### config.mk
export PLATFORM = sky130hd
export DESIGN_NAME = alu_result_stage
export DESIGN_NICKNAME = d
export VERILOG_FILES = /design/src/rtl/alu_result_stage.sv
export SDC_FILE = /design/constraint.sdc
export NUM_CORES = 1
export LEC_CHECK = 0
export BUFFER_PORTS_ARGS = -buffer_cell sky130_fd_sc_hd__buf_2
export CORE_MARGIN = 3
export CORE_UTILIZATION = 43
export DETAILED_ROUTE_END_ITERATION = 7
export GPL_ROUTABILITY_DRIVEN = 0
export GPL_TIMING_DRIVEN = 0
export PLACE_DENSITY = 0.77
export SLEW_MARGIN = 40
export SYNTH_ARGS = -nofsm -noshare
export SYNTH_HDL_FRONTEND = slang
export SYNTH_SLANG_ARGS = --single-unit
### constraint.sdc
create_clock -name clk -period 2.5 [get_ports clk]
set_input_delay 0.25 -clock clk [delete_from_list [all_inputs] [get_ports clk]]
set_output_delay 0.25 -clock clk [all_outputs]
set_load 0.02 [all_outputs]
### src/rtl/alu_result_stage.sv
// ALU result stage: a 2-entry in-order skid buffer between the ALU and its
// consumer. Each entry holds {result, flags}. The head entry drives the
// output registers directly. The block also keeps the architectural flag
// register and a sticky overflow bit, both of which update when an entry
// is accepted.
module alu_result_stage #(
  parameter int WIDTH = 32
) (
  input  logic             clk,
  input  logic             reset_n,
  input  logic             in_valid,
  output logic             in_ready,
  input  logic [WIDTH-1:0] in_result,
  input  logic             in_sel,
  input  logic [3:0]       in_flags,
  input  logic             in_flag_we,
  output logic             out_valid,
  input  logic             out_ready,
  output logic [WIDTH-1:0] out_result,
  output logic [3:0]       out_flags,
  output logic [3:0]       flag_reg,
  output logic             sticky_ovf,
  input  logic             clr_sticky
);

  // Occupancy of the buffer; the encoding equals the entry count.
  typedef enum logic [1:0] {
    EMPTY = 2'd0,
    ONE   = 2'd1,
    FULL  = 2'd2
  } occ_e;

  occ_e             state_q;
  occ_e             state_d;

  // Registered ready. It is cleared by reset, so the stage refuses input
  // while reset is held and until the first clock edge after release.
  logic             ready_q;

  // The head entry lives in the output registers. The tail entry is the
  // skid slot, used only when the consumer stalls with one entry queued.
  logic [WIDTH-1:0] head_result_q;
  logic [3:0]       head_flags_q;
  logic [WIDTH-1:0] tail_result_q;
  logic [3:0]       tail_flags_q;

  logic             push;
  logic             pop;
  logic [3:0]       entry_flags;
  logic             head_load_in;
  logic             head_load_tail;
  logic             tail_load_in;
  logic             flag_update;
  logic             ovf_set;

  // Handshake decode. in_ready and out_valid come from registers only, so
  // no path runs from the in_* inputs to any output.
  assign push      = in_valid && ready_q;
  assign pop       = (state_q != EMPTY) && out_ready;
  assign in_ready  = ready_q;
  assign out_valid = (state_q != EMPTY);

  // Complement results carry no flags, so their stored flags are zero.
  assign entry_flags = in_sel ? 4'b0000 : in_flags;

  // flag_reg follows only flag-writing add operations. Sticky overflow is
  // set by any accepted add that reports overflow, whatever in_flag_we is.
  assign flag_update = push && in_flag_we && !in_sel;
  assign ovf_set     = push && !in_sel && in_flags[3];

  assign out_result = head_result_q;
  assign out_flags  = head_flags_q;

  // Next occupancy and the steering of data into the head and tail slots.
  always_comb begin
    // NOTE: every signal gets a default first, so no path leaves one
    // unassigned and no latch is inferred.
    state_d        = state_q;
    head_load_in   = 1'b0;
    head_load_tail = 1'b0;
    tail_load_in   = 1'b0;
    unique case (state_q)
      EMPTY: begin
        if (push) begin
          state_d      = ONE;
          head_load_in = 1'b1;
        end
      end
      ONE: begin
        if (push && pop) begin
          // The head leaves as the new word arrives; it takes the head slot
          // directly, which keeps entries in order.
          head_load_in = 1'b1;
        end else if (push) begin
          state_d      = FULL;
          tail_load_in = 1'b1;
        end else if (pop) begin
          state_d = EMPTY;
        end
      end
      FULL: begin
        // in_ready is low here, so only a pop can happen.
        if (pop) begin
          state_d        = ONE;
          head_load_tail = 1'b1;
        end
      end
      default: begin
        state_d = EMPTY;
      end
    endcase
  end

  // Occupancy state and the registered ready flag.
  always_ff @(posedge clk or negedge reset_n) begin
    if (!reset_n) begin
      // NOTE: sequential state is written with non-blocking assignments,
      // so every flop samples the values from before the edge.
      state_q <= EMPTY;
      ready_q <= 1'b0;
    end else begin
      state_q <= state_d;
      ready_q <= (state_d != FULL);
    end
  end

  // Head entry; this is what the consumer sees on out_result/out_flags.
  always_ff @(posedge clk or negedge reset_n) begin
    if (!reset_n) begin
      head_result_q <= '0;
      head_flags_q  <= '0;
    end else if (head_load_in) begin
      head_result_q <= in_result;
      head_flags_q  <= entry_flags;
    end else if (head_load_tail) begin
      head_result_q <= tail_result_q;
      head_flags_q  <= tail_flags_q;
    end
  end

  // Tail (skid) entry.
  always_ff @(posedge clk or negedge reset_n) begin
    if (!reset_n) begin
      // NOTE: the data slots are reset as well, even though occupancy alone
      // decides whether they are valid. The head is visible on the outputs
      // and must read zero in reset. Resetting the tail too means a stale
      // word can never reach the head after a reset.
      tail_result_q <= '0;
      tail_flags_q  <= '0;
    end else if (tail_load_in) begin
      tail_result_q <= in_result;
      tail_flags_q  <= entry_flags;
    end
  end

  // Architectural flags, updated when an entry is pushed (not when it pops).
  always_ff @(posedge clk or negedge reset_n) begin
    if (!reset_n) begin
      flag_reg <= 4'b0000;
    end else if (flag_update) begin
      flag_reg <= entry_flags;
    end
  end

  // Sticky overflow. A set in the same cycle as a clear wins.
  always_ff @(posedge clk or negedge reset_n) begin
    if (!reset_n) begin
      sticky_ovf <= 1'b0;
    end else if (ovf_set) begin
      sticky_ovf <= 1'b1;
    end else if (clr_sticky) begin
      sticky_ovf <= 1'b0;
    end
  end

endmodule

Yosys cells after proc, flatten, opt, wreduce, memory -nomap -nowiden
Cells that the tools add are included.
{"block": "totals", "regBits": 80, "out_inout_bits": 43, "input_bits": 43, "elab_cells": 43}
{"block": "op_classes", "n_eq_ne": 3, "reduce_logical": 12, "n_mux": 20}
{"operator": "$mux 32", "count": 2}
{"operator": "$mux 4", "count": 3}
{"operator": "$mux 2", "count": 5}
{"operator": "$mux 1", "count": 8}
{"operator": "$logic_and 1x1->1", "count": 7}
{"operator": "$pmux 2 s3", "count": 1}
{"operator": "$reduce_bool 2->1", "count": 3}
{"operator": "$eq 2x1->1 const B", "count": 1}
{"operator": "$eq 2x2->1 const B", "count": 1}
{"operator": "$logic_not 2->1", "count": 1}
{"operator": "$ne 2x2->1 const B", "count": 1}
{"operator": "$pmux 1 s2", "count": 1}
{"operator": "$logic_not 1->1", "count": 1}

Logic depth before layout (Yosys ltp)
Gate-level depths: netlist (run 1).
{"block": "logic_depth", "ltp_word": 7, "depth_mapped": 5, "mapped_depth_nobuf": 3}

Worst setup path before layout (run 1)
OpenSTA, ideal clock, no wires.
{"block": "synth_path", "path_type": "flip-flop to flip-flop", "startpoint": "reg ready_q, in the netlist in_ready", "endpoint": "reg tail_result_q[17]", "path_buffers": 2, "period_less_slack_ps": 1555, "t_arrival_ps": 1429, "t_required_ps": 2375, "path_stages_with_launch": 6, "path_slack_ps": 945, "setup_ps": 125, "path_cell_list": "dfrtp_1 and3b_1 and2_1 buf_6 buf_6 mux2_4"}
{"block": "synth_between", "elab_chain_len": 4, "elab_cells_between_ends": 5, "classes_between": "mux (3); reduce/logical (2)"}
{"item": "start, declared", "line_no": "38", "text": "logic ready_q;"}
{"item": "start signal, assigned", "line_no": "123", "text": "ready_q <= (state_d != FULL);"}
{"item": "$logic_and 1x1->1 *", "line_no": "58", "text": "assign push = in_valid && ready_q;"}
{"item": "$mux 1 / $logic_and 1x1->1 (equally long branches)", "line_no": "94, 90"}
{"item": "$mux 1 *", "line_no": "90", "text": "if (push && pop) begin"}
{"item": "$mux 1 *", "line_no": "82", "text": "unique case (state_q)"}
{"item": "end signal, assigned", "line_no": "151", "text": "tail_result_q <= in_result;"}
{"item": "end, declared", "line_no": "44", "text": "logic [WIDTH-1:0] tail_result_q;"}
Mark *: on every way between the ends. The rest lies on a longest branch, timed or not.
A chain may end at the register's enable or synchronous reset.

Worst setup path after layout (run 1)
{"block": "layout_path", "startpoint": "reg state_q[1]", "endpoint": "reg tail_result_q[17]"}
{"block": "layout_between", "elab_chain_len": 5, "elab_cells_between_ends": 6, "classes_between": "eq/ne (1); mux (2); reduce/logical (3)"}
{"item": "start, declared", "line_no": "33", "text": "occ_e state_q;"}
{"item": "start signal, assigned", "line_no": "122", "text": "state_q <= state_d;"}
{"item": "$reduce_bool 2->1", "line_no": "59", "text": "assign pop = (state_q != EMPTY) && out_ready;"}
{"item": "$logic_and 1x1->1", "line_no": "59"}
{"item": "$logic_and 1x1->1", "line_no": "90"}
{"item": "$mux 1", "line_no": "90"}
{"item": "$mux 1 *", "line_no": "82"}
Marked as above.

==> flow_summary.ini, run 1 <==
[finish]
synthToLayoutAreaGrowth_pct = 21.31
final_layout_size_suffix_gt1_share_pct = 57.10
fillers = 679
final_net_count = 369
diodes = 0

[sta]
period_share_pct = 66.82
setup-violations-final = 0
hold_viol_final = 0
finalMaxSlewViolations = 0
finClkSkew_ns = 0.01128
fin_hold_ws_ns = 0.09932
max_slew_margin_pct = 75.55
fin_crit_ns = 1.670
worst_pin_slew_ns = 0.3667
rsz0062_at_grt = false
tns_ns = 0
fmax_mhz = 598.7

[die]
dieArea_mm2 = 0.009635
core_mm2 = 0.007968
die_w_um = 98.16
initial_core_util_pct = 45.84
die_h_um = 98.16
rows = 32
num_io_pins = 86

[worst_setup_path]
critPathTopFamily = simple AND/OR/NAND/NOR gates
path_buf_inv = 2
startpoint_type = flip-flop
arrival_ns = 1.89
path_cells = and3b_1 -> and2_1 -> buf_6 -> buf_6 -> mux2_4
critPathMaxStageDelay_ns = 0.42
crit_top_cell = buf_6
crit_required_ns = 2.72
endpoint_kind = flip-flop
crit_fanout = 10
r2r_cells = 5
worstSetupPathType = flip-flop to flip-flop
cp_num_cells = 5
crit_slowest_cell = dfrtp_1

[power]
switchingPower_mw = 1.815
p_clk_share_pct = 16.9
intPower_mw = 3.636
ir_worst_vdd_mv = 0.4591
leakagePower_nw = 2.209
pwr-share-seq_pct = 41.0
p_comb_share_pct = 42.2
switching_share_pct = 33.30
power_density_mw_per_mm2 = 1230

[synth]
netlist_instances = 228
synth_area_mm2 = 0.003652
synth_area_leader_cell = dfrtp_1
syn_area_per_cell_um2 = 16.02
synth_fp_nets = 271
yosys-top-cells-count = dfrtp_1, mux2_4, mux2_2, mux2_1, mux2i_1
ys_seq_area_share_pct = 54.81
ys_types = 22
synth_area_leaders = dfrtp_1, mux2_4, mux2_2, mux2_1, mux2i_1
yosys.area.top_type_share_pct = 54.81
ys.flop_type = dfrtp_1
synth_warnings = 0
synth_most_common_cell = dfrtp_1
ys_seq_elements = 80
synthArstFlopShare_pct = 100.0
synth_edf_count = 0

[grt]
grt-busiest-layer = met2
grt.met1_usage_pct = 19.14
grt_pass1_wl_mm = 11.56
grt_pass1_vias = 2342
grt_use_met2_pct = 23.77
antenna_found_initial = 1
grt-ovfl-total = 0
track_usage_pct = 15.05
grt_start_max_net_pins = 43
grt_use_met3_pct = 5.071

[clock_network]
cts_resized = 0
clock_latency_ns = 0.34
path_clk_slew_ns = 0.08
cts-root-buf = clkbuf_8
cts_hold_buf = 1
cts_tree = yes
clock_path_buffers = 2
numClockSinks = 80
cts_setup_buffers = 0
cts_inserted_buffers = 9
htreeDepth = 3

[drt]
wl_per_cell_um = 15.80
vias_per_cell = 4.970
dr.pass1.iters = 4
drc = 0
routed_wl_mm = 6.841
vias = 2152
ant_nets = 0
drtIter0Drc = 26

[place]
place_hpwl_mm = 4.890
io_buffers = 85

[job]
cap_violations = 0

[min_path]
min_path_cells = 2
hold_class = input port to flip-flop

[outcome]
outcome = finished clean
power by group through the flow:
stage          Clock (mW)  Sequential (mW)  Combinational (mW)
2_1_floorplan           0             2.62                1.29
3_3_place_gp            0             2.22                2.26
3_5_place_dp            0             2.27                2.32
4_1_cts             0.944             2.24                2.34
5_1_grt              1.00             2.33                2.48
6_report            0.920             2.23                2.30
worst reg2reg max path, stage by stage (launching register included):
cell     delay, ns
dfrtp_1       0.42
and3b_1       0.27
and2_1        0.16
buf_6         0.17
buf_6         0.20
mux2_4        0.32
layout make-up:
| class | count | area, um2 | share of cell area, % |
|---|---|---|---|
| inverter | 5 | 18.77 | 0.4236 |
| clock buffer | 11 | 131.4 | 2.965 |
| timing repair buffer | 87 | 461.7 | 10.42 |
| sequential | 80 | 2002 | 45.18 |
| tap | 102 | 127.6 | 2.881 |
| multi-input combinational | 131 | 1520 | 34.31 |
| buffer | 12 | 111.4 | 2.513 |
| clock inverter | 5 | 57.56 | 1.299 |
per-layer routing:
layer | routed length (um) | vias up | share of wire (%)
met4 | 110 | 2 | 1.6
met2 | 3257 | 62 | 48
met3 | 457 | 12 | 6.7
li1 | - | 1001 | -
met1 | 2996 | 1075 | 44
met5 | 20 | - | 0.29
metrics by stage:
step | instances | util, % | setup WS [ns] | instance area, um2 | power [mW]
2_1_floorplan | 228 | - | 0.9454 | 3652 | 3.913
6_report | 433 | 55.61 | 0.8296 | 4431 | 5.451
4_1_cts | 433 | 55.61 | 0.7997 | 4431 | 5.526
3_5_place_dp | 416 | 53.11 | 0.8348 | 4232 | 4.590
5_1_grt | 433 | 55.61 | 0.6787 | 4431 | 5.809
3_3_place_gp | 415 | 52.78 | 0.6048 | 4205 | 4.486
path summary, 6_finish.rpt:
kind / startpoint / slack [ns] / endpoint
max: state_q[1]$_DFF_PN0_ / 0.83 / tail_result_q[17]$_DFFE_PN0P_
min: clr_sticky / 0.1 / sticky_ovf$_DFFE_PN0P_
max reg2reg: state_q[1]$_DFF_PN0_ / 0.83 / tail_result_q[17]$_DFFE_PN0P_
min reg2reg: tail_result_q[4]$_DFFE_PN0P_ / 0.48 / tail_result_q[4]$_DFFE_PN0P_
max in group asynchronous: reset_n / 1.58 / out_result[16]$_DFFE_PN0P_
min in group asynchronous: reset_n / 0.36 / flag_reg[2]$_DFFE_PN0P_
cell families (layout without fill, tap and decap cells):
logic type	count (synthesis)	after routing	share of synthesized area (%)
mux	113	113	38.51
flops	80	80	54.81
buf+inv	17	120	3.563
simple gates	15	15	2.638
compound gates	3	3	0.4794
cell usage in the layout, fill, tap and decap left out:
cell type | synthesis | routed
nor3b_1 | 1 | 1
nand2_1 | 1 | 1
mux2_2 | 36 | 36
clkinv_2 | 0 | 2
nor2_1 | 1 | 1
or2_2 | 1 | 1
dlygate4sd3_1 | 0 | 1
nand2b_1 | 5 | 5
mux2i_1 | 13 | 13
inv_1 | 5 | 5
or2_1 | 1 | 1
dfrtp_1 | 80 | 80
a21oi_1 | 1 | 1
buf_2 | 2 | 86
nand3b_1 | 1 | 1
clkbuf_8 | 0 | 9
and2_1 | 1 | 1
clkbuf_1 | 0 | 2
buf_12 | 0 | 1
mux2_1 | 24 | 24
buf_6 | 7 | 8
o22ai_1 | 2 | 2
nand4b_1 | 1 | 1
mux2_4 | 40 | 40
clkinv_4 | 0 | 2
bufinv_16 | 0 | 1
nor2b_1 | 1 | 1
and3b_1 | 1 | 1
buf_4 | 3 | 3
No activity file was read; power rests on OpenSTA's default activity.
==> run 2: changes to the inputs <==
- PLACE_DENSITY: 0.77 -> 0.8
- clock period: 2.5 -> 1.5 ns (I/O delays scaled with it)
==> run 2 against run 1 <==
Net effect: the flow now finishes with violations (setup timing); fmax up 6.8%; clock skew down 0.0034 ns; count of clock-buffer cells in the layout is the same; power rose by 82%; sequential share of layout area fell by 4.1 points; critical path depth unchanged; die area did not move; first-iteration DRC count increased by 12%; critical endpoint is now out_result[23]$_DFFE_PN0P_.
==> flow_summary.ini, run 2 (synthesis gave the netlist of run 1 again) <==
[drt]
wl_per_cell_um = 16.62
vias_per_cell = 4.985
drtIter0Drc = 29
dr.pass1.iters = 4
drc = 0
vias = 2253
ant_nets = 0
routed_wl_mm = 7.514

[sta]
fin_crit_ns = 1.564
finClkSkew_ns = 0.007841
tns_ns = -2.158
max_slew_margin_pct = 74.83
finalMaxSlewViolations = 0
layout_setup_ws_ns = -0.06353
period_share_pct = 104.2
worst_pin_slew_ns = 0.3775
hold_viol_final = 0
setup-violations-final = 57
fin_hold_ws_ns = 0.03960
fmax_mhz = 639.6
rsz0062_at_grt = true

[die]
dieArea_mm2 = 0.009635
initial_core_util_pct = 45.84
die_w_um = 98.16
core_mm2 = 0.007968
die_h_um = 98.16
num_io_pins = 86
rows = 32

[worst_setup_path]
ff2ff_setup_slack_ns = -0.06
crit_fanout = 8
crit_required_ns = 1.72
crit_slowest_cell = dfrtp_1
r2r_cells = 5
critPathMaxStageDelay_ns = 0.40
crit_top_cell = mux2_4
worstSetupPathType = flip-flop to flip-flop
r2r-end = out_result[23]$_DFFE_PN0P_
arrival_ns = 1.78
endpoint_kind = flip-flop
startpoint_type = flip-flop
r2r-start = state_q[0]$_DFF_PN0_
path_cells = nand3b_1 -> buf_6 -> clkbuf_16 -> mux2_4 -> mux2_4

[min_path]
min_path_cells = 2
hold_class = input port to flip-flop
min_to = tail_result_q[8]$_DFFE_PN0P_
min-delay-start = in_result[8]

[power]
ir_worst_vdd_mv = 0.9686
leakagePower_nw = 2.495
power_density_mw_per_mm2 = 2030

[grt]
grt_start_max_net_pins = 42
track_usage_pct = 16.03
antenna_found_initial = 0
grt-ovfl-total = 0
grt_pass1_vias = 2438
grt_pass1_wl_mm = 12.29

[clock_network]
cts-root-buf = clkbuf_8
cts_inserted_buffers = 9
clock_latency_ns = 0.33
path_clk_slew_ns = 0.08
numClockSinks = 80
clock_path_buffers = 2
cts_tree = yes
htreeDepth = 3

[finish]
final_net_count = 388
mostFrequentLayoutCells = buf_2, dfrtp_1, mux2_4
final_layout_size_suffix_gt1_share_pct = 62.86
final_common_cell = buf_2
diodes = 0
final_core_util_pct = 61.23
synthToLayoutAreaGrowth_pct = 33.57

[place]
place_hpwl_mm = 4.955
io_buffers = 85
dp_slack_ns = -0.2085

[outcome]
outcome = finished, violations left
violations = setup timing

[job]
cap_violations = 0
==> run 2: power breakdown <==
group,leakage [nW],internal (mW),total (mW),switching [mW]
combinational,1.44,2.64,4.54,1.90
sequential,0.953,3.20,3.76,0.558
clock,0.101,0.854,1.61,0.752
total,2.49,6.69,9.90,3.21
==> run 2: worst max path at each step <==
stage	from	endpoint	slack, ns	cells past startpoint
after floorplan	in_ready$_DFF_PN0_	out_result[10]$_DFFE_PN0P_	-0.02	5
after global placement	reset_n	in_ready$_DFF_PN0_	-0.43	1
after detailed placement	state_q[0]$_DFF_PN0_	out_result[17]$_DFFE_PN0P_	-0.21	5
after CTS	state_q[0]$_DFF_PN0_	out_result[0]$_DFFE_PN0P_	-0.06	5
after global routing	state_q[1]$_DFF_PN0_	out_result[10]$_DFFE_PN0P_	-0.12	5
final	state_q[0]$_DFF_PN0_	out_result[23]$_DFFE_PN0P_	-0.06	5
==> run 2: timing repair <==
item / 4_1_cts / 5_1_grt
resized for setup: 45 / 16
setup endpoints to repair: 59 / 64
hold endpoints to repair: 41 / 0
cloned: 1 / 1
buffers inserted: 10 / 6
hold buffers: 2 / 0
==> run 2: area by class of cell <==
class                   count  area [um2]
plain buffers              12       195.2
clock buffers              11       151.4
clock inverters             5       55.05
inverters                   5       18.77
well taps                 102       127.6
flip-flops and latches     80        2003
repair buffers            106       686.9
fillers                   626        3089
multi-input cells         131        1640
==> run 2: through the flow <==
stage	cell area [um2]	std cells	total power [mW]
4_1_cts	4747	445	9.836
3_5_place_dp	4240	416	7.688
3_3_place_gp	4214	415	7.475
5_1_grt	4878	452	10.50
2_1_floorplan	3661	228	6.535
6_report	4878	452	9.901
==> run 2: worst max-delay path: cells and delay by family (launching register included) <==
kind / cells / cell delay (ns)
buf+inv: 2 / 0.34
simple gates: 1 / 0.17
flops: 1 / 0.40
mux: 2 / 0.54
==> run 2: metal layers <==
layer	vias to the layer above	GRT usage, %	wire length, um
met3	7	4.357	412
met1	1145	20.90	3305
met5	-	0	0
met4	0	5.672	80
li1	1040	-	-
met2	61	25.86	3715
